<file path="src/rtl/spu_writeback.sv">
// spu_writeback: dual-pipe latency-tagged result writeback scheduler with RAW/WAW hazard tracking
module spu_writeback #(
    parameter int DATA_W  = 128,
    parameter int ADDR_W  = 7,
    parameter int MAX_LAT = 7
) (
    input  logic              clk,
    input  logic              rst,
    input  logic              in_valid_e,
    input  logic              in_valid_o,
    input  logic [ADDR_W-1:0] in_addr_e,
    input  logic [ADDR_W-1:0] in_addr_o,
    input  logic [DATA_W-1:0] in_data_e,
    input  logic [DATA_W-1:0] in_data_o,
    input  logic [2:0]        in_lat_e,
    input  logic [2:0]        in_lat_o,
    input  logic              flush,
    input  logic [ADDR_W-1:0] q_addr_a,
    input  logic [ADDR_W-1:0] q_addr_b,
    output logic              q_hit_a,
    output logic              q_hit_b,
    output logic              rt_we_e,
    output logic              rt_we_o,
    output logic [ADDR_W-1:0] rt_addr_e,
    output logic [ADDR_W-1:0] rt_addr_o,
    output logic [DATA_W-1:0] rt_data_e,
    output logic [DATA_W-1:0] rt_data_o,
    output logic              coll_err,
    output logic              waw_err
);
    // Slot MAX_LAT is a permanently empty pad so the top slot shifts in zeros and never collides.
    logic              v_q [2][MAX_LAT+1];
    logic              v_d [2][MAX_LAT+1];
    logic [ADDR_W-1:0] a_q [2][MAX_LAT+1];
    logic [ADDR_W-1:0] a_d [2][MAX_LAT+1];
    logic [DATA_W-1:0] d_q [2][MAX_LAT+1];
    logic [DATA_W-1:0] d_d [2][MAX_LAT+1];
    logic              coll_q, coll_d, waw_q, waw_d, waw, bad;
    logic              iv [2];
    logic [ADDR_W-1:0] ia [2];
    logic [DATA_W-1:0] id [2];
    logic [2:0]        il [2];

    assign iv[0] = in_valid_e;
    assign iv[1] = in_valid_o;
    assign ia[0] = in_addr_e;
    assign ia[1] = in_addr_o;
    assign id[0] = in_data_e;
    assign id[1] = in_data_o;
    assign il[0] = in_lat_e;
    assign il[1] = in_lat_o;

    assign waw = v_q[0][0] && v_q[1][0] && a_q[0][0] == a_q[1][0];

    always_comb begin
        coll_d = coll_q;
        waw_d  = waw_q | waw;
        bad    = 1'b0;
        for (int p = 0; p < 2; p++) begin
            // Stays set unless some slot legally takes the entry.
            bad = iv[p] && !flush;
            for (int k = 0; k < MAX_LAT; k++) begin
                v_d[p][k] = v_q[p][k+1] && !flush;
                a_d[p][k] = flush ? '0 : a_q[p][k+1];
                d_d[p][k] = flush ? '0 : d_q[p][k+1];
                if (iv[p] && !flush && il[p] == 3'(k + 1)) begin
                    bad = v_q[p][k+1];
                    if (!v_q[p][k+1]) begin
                        v_d[p][k] = 1'b1;
                        a_d[p][k] = ia[p];
                        d_d[p][k] = id[p];
                    end
                end
            end
            v_d[p][MAX_LAT] = 1'b0;
            a_d[p][MAX_LAT] = '0;
            d_d[p][MAX_LAT] = '0;
            coll_d = coll_d | bad;
        end
    end

    always_comb begin
        q_hit_a = 1'b0;
        q_hit_b = 1'b0;
        for (int p = 0; p < 2; p++) begin
            q_hit_a = q_hit_a | (iv[p] && !flush && ia[p] == q_addr_a);
            q_hit_b = q_hit_b | (iv[p] && !flush && ia[p] == q_addr_b);
            for (int k = 0; k < MAX_LAT; k++) begin
                q_hit_a = q_hit_a | (v_q[p][k] && a_q[p][k] == q_addr_a);
                q_hit_b = q_hit_b | (v_q[p][k] && a_q[p][k] == q_addr_b);
            end
        end
    end

    always_ff @(posedge clk) begin
        if (rst) begin
            v_q    <= '{default: '0};
            a_q    <= '{default: '0};
            d_q    <= '{default: '0};
            coll_q <= 1'b0;
            waw_q  <= 1'b0;
        end else begin
            v_q    <= v_d;
            a_q    <= a_d;
            d_q    <= d_d;
            coll_q <= coll_d;
            waw_q  <= waw_d;
        end
    end

    // On a same-address collision the odd pipe wins the register file.
    assign rt_we_e   = v_q[0][0] && !waw;
    assign rt_we_o   = v_q[1][0];
    assign rt_addr_e = a_q[0][0];
    assign rt_addr_o = a_q[1][0];
    assign rt_data_e = d_q[0][0];
    assign rt_data_o = d_q[1][0];
    assign coll_err  = coll_q;
    assign waw_err   = waw_q;
endmodule

</file>
<file path="config.mk">
export PLATFORM = sky130hd
export DESIGN_NAME = spu_writeback
export DESIGN_NICKNAME = d
export VERILOG_FILES = /design/src/rtl/spu_writeback.sv
export SDC_FILE = /design/constraint.sdc
export NUM_CORES = 2
export LEC_CHECK = 0
export CORE_MARGIN = 2
export CORE_UTILIZATION = 50
export DETAILED_ROUTE_END_ITERATION = 7
export HOLD_SLACK_MARGIN = 0.15
export PLACE_DENSITY = 0.7
export SLEW_MARGIN = 20
export SYNTH_ARGS = -nofsm -noshare
export SYNTH_HDL_FRONTEND = slang
export SYNTH_SLANG_ARGS = --single-unit
export TNS_END_PERCENT = 1
</file>
<file path="constraint.sdc">
create_clock -name clk -period 3.9 [get_ports clk]
set_input_delay 0.585 -clock clk [delete_from_list [all_inputs] [get_ports clk]]
set_output_delay 0.585 -clock clk [all_outputs]
set_load 0.02 [all_outputs]
</file>
==> results_dict.tcl <==
set metrics [dict create \
    avgSynthCellArea_sq_um 8.61 \
    power_frac_clock_pct 46.7 \
    layout_setup_ws_ps -12.0 \
    cp.arrival_ps 3330 \
    worstSetupEndpointType "output port" \
    status "complete, but fails checks" \
    period_needed_ps 3910 \
    wl_um 206000 \
    cp.required_ps 3310 \
    die_x_um 387 \
    first_pass_iters 7 \
    drc 0 \
    grt_usage_pct 26.6 \
    skew_ps 46.1 \
    clockBufferDepth 3 \
    hold_class "primary input to flip-flop" \
    core_area_sq_mm 0.146 \
    clk-insertion-delay-late_ps 820 \
    rsz0062_at_grt "false" \
    netlist_instances 8509 \
    cts_tree "done" \
    grt_max_degree 180 \
    p_leak_nw 35.5 \
    ys_ff_latch 1906 \
    drive_above_1_share_pct 6.23 \
    rows 140 \
    worstMarginPinSlew_ps 1070 \
    synthesis.area_sq_mm 0.0733 \
    io_buffers 570 \
    final_util_pct 58.5 \
    postCtsHoldBufs 0 \
    die_area_sq_mm 0.150 \
    power_mw 40.9 \
    p_sw_share_pct 22.6 \
    antenna_found_initial 35 \
    dpl_worst_slack_ps 159 \
    whs_ps 216 \
    p_per_area_mw_per_mm2 480 \
    switchingPower_mw 9.25 \
    start_kind "primary input" \
    share_comb_of_total_power_pct 5.2 \
    post-dp-hpwl_um 117000 \
    path_class "primary input to output port" \
    num-fill-cells 12623 \
    ir_drop_mv 0.361 \
    finalCritPeriodShare_pct 100 \
    ys_warn_count 0 \
    route.antenna.remaining_nets 0 \
    synthesis.nets 8804 \
    nets 8659 \
    die_y_um 387 \
    seqPwrFrac_pct 48.1 \
    syn2layout_area_growth_pct 16.3 \
    violations "negative setup slack" \
    setup_violations 1 \
    gp_congestion 0.880 \
    via_count 59150 \
    path_clk_slew_ps 60 \
    postCtsResizedCells 0 \
    slew_violations 0 \
    cts_root_buf "clkbuf_16" \
    synth.distinct_cells 36 \
    fmax_mhz 256 \
    h-tree-depth 4 \
    grt_pass1_wl_um 325000 \
    cts_inserted_buffers 190 \
    cts.sinks 1906 \
    vias_per_cell 5.66 \
    regToRegSetupSlack_ps 1540 \
    first_global_vias 56371 \
    routedWlPerCell_um 19.7 \
    drv_cap 0 \
    drt_iter0_markers 5005 \
    cp_max_fo 6 \
    postCtsSetupBuffers 0 \
    relSlewSlack_pct 28.8 \
    start_util_pct 50.3 \
    io_pins 571 \
    hold_viol_final 0 \
    synth_seq_area_share_pct 52.1 \
    grt-ovfl-total 0 \
    intPower_mw 31.7 \
]
[per-stage QoR]
step,cells,instance area (sq um),TNS [ps]
after floorplan,8509,73300,0
after global placement,10089,78600,0
after detailed placement,10089,78600,0
after CTS,10440,85200,0
after global routing,10452,85200,0
final,10453,85200,-12.0
[state kept, by name, indices dropped and copies added, names as in the netlist]
signal	cells
rt_we_o	1
a_q	84
rt_addr_o	7
waw_err	1
rt_data_o	128
coll_err	1
rt_data_e	128
v_q	13
rt_addr_e	7
d_q	1536
[cell families after synthesis]
logic type      count (synthesis)  synth area share [%]
flops                        1906                  52.1
xor+xnor                      231                  2.76
buf+inv                      1060                  7.12
compound gates               1641                  11.4
mux                             1                0.0137
simple gates                 3670                  26.6
[worst paths after layout]
check,startpoint,to,cells after the start
max,q_addr_a[2],q_hit_a,9
min,rst,rt_addr_o[5],2
max reg2reg,v_q[13],d_q[1831],5
min reg2reg,waw_err,waw_err,2
[worst max-delay path, stage by stage]
cell and delay, ps:
clkdlybuf4s50_1 780, buf_4 250, xnor2_1 100, nand4_1 120, nor2_1 60, nor4_1 480
buf_4 210, nand4_1 150, clkdlybuf4s50_1 600
[power by group through the flow]
| stage | Sequential [mW] | Combinational (mW) | Clock, mW |
|---|---|---|---|
| CTS | 19.7 | 2.12 | 19.4 |
| global placement | 20.1 | 2.10 | 0 |
| finish | 19.7 | 2.13 | 19.1 |
| global route | 19.7 | 2.29 | 20.2 |
| detailed placement | 20.1 | 2.11 | 0 |
| floorplan | 20.1 | 1.07 | 0 |
[layer usage]
metal / vias up / global-route usage, % / wire [um]
met2: 1914 / 43.0 / 95200
met5: - / 0 / 49
met4: 8 / 9.15 / 5510
met3: 335 / 4.73 / 13900
met1: 28874 / 35.9 / 91000
li1: 28019 / - / -
[cells in the mapped netlist, drive strengths merged]
master	n	area, sq um
a2111oi	1	8.76
a21boi	1	7.51
a21oi	1635	8300
a41oi	1	8.76
and2	270	1690
and3	1059	6630
buf	436	2880
clkbuf	622	2330
dfxtp	1906	38200
inv	2	7.50
mux2i	1	10.0
nand2	47	176
nand2b	6	45.0
nand3	28	140
nand3b	2	40.0
nand4	48	300
nor2	1624	6100
nor3	7	65.1
nor3b	535	4020
nor4	33	240
o2111ai	2	17.5
o22ai	1	6.26
or3	6	37.5
or4	5	41.3
xnor2	135	1180
xor2	96	841
[cell type report]
class	count	area, sq um	area share [%]
Sequential cell	1906	38200	44.8
Multi-Input combinational cell	5543	30000	35.2
Timing Repair Buffer	721	7980	9.36
Clock buffer	274	5610	6.58
Tap cell	1917	2400	2.81
Clock inverter	77	1010	1.19
Antenna cell	13	32.5	0.0382
Inverter	2	15.0	0.0176
[layout by cell type (no fill, tap or decap), types with 2 or more instances in the layout]
cell type        instances
clkdlybuf4s50_1        568
nand3_1                 28
nand2b_1                 5
buf_12                  90
clkbuf_1                31
dfxtp_1               1906
clkinv_2                39
nor4_2                   4
a21oi_2                 32
and3_1                1059
or4_4                    4
nor4_1                  25
nor2_1                1624
nor3_4                   6
o2111ai_1                2
inv_6                   10
diode_2                 13
nand3b_4                 2
xnor2_1                135
nand4_1                 48
clkbuf_16              191
nor4_4                   4
clkinv_8                 3
a21oi_1               1603
buf_8                    2
nor3b_1                535
nand2_1                 47
and2_1                 270
buf_4                   61
clkinv_16                2
clkbuf_8                52
xor2_1                  96
bufinv_16               20
or3_1                    2
or3_4                    4
clkinvlp_4               3
Power figures use the tool's default switching activity.
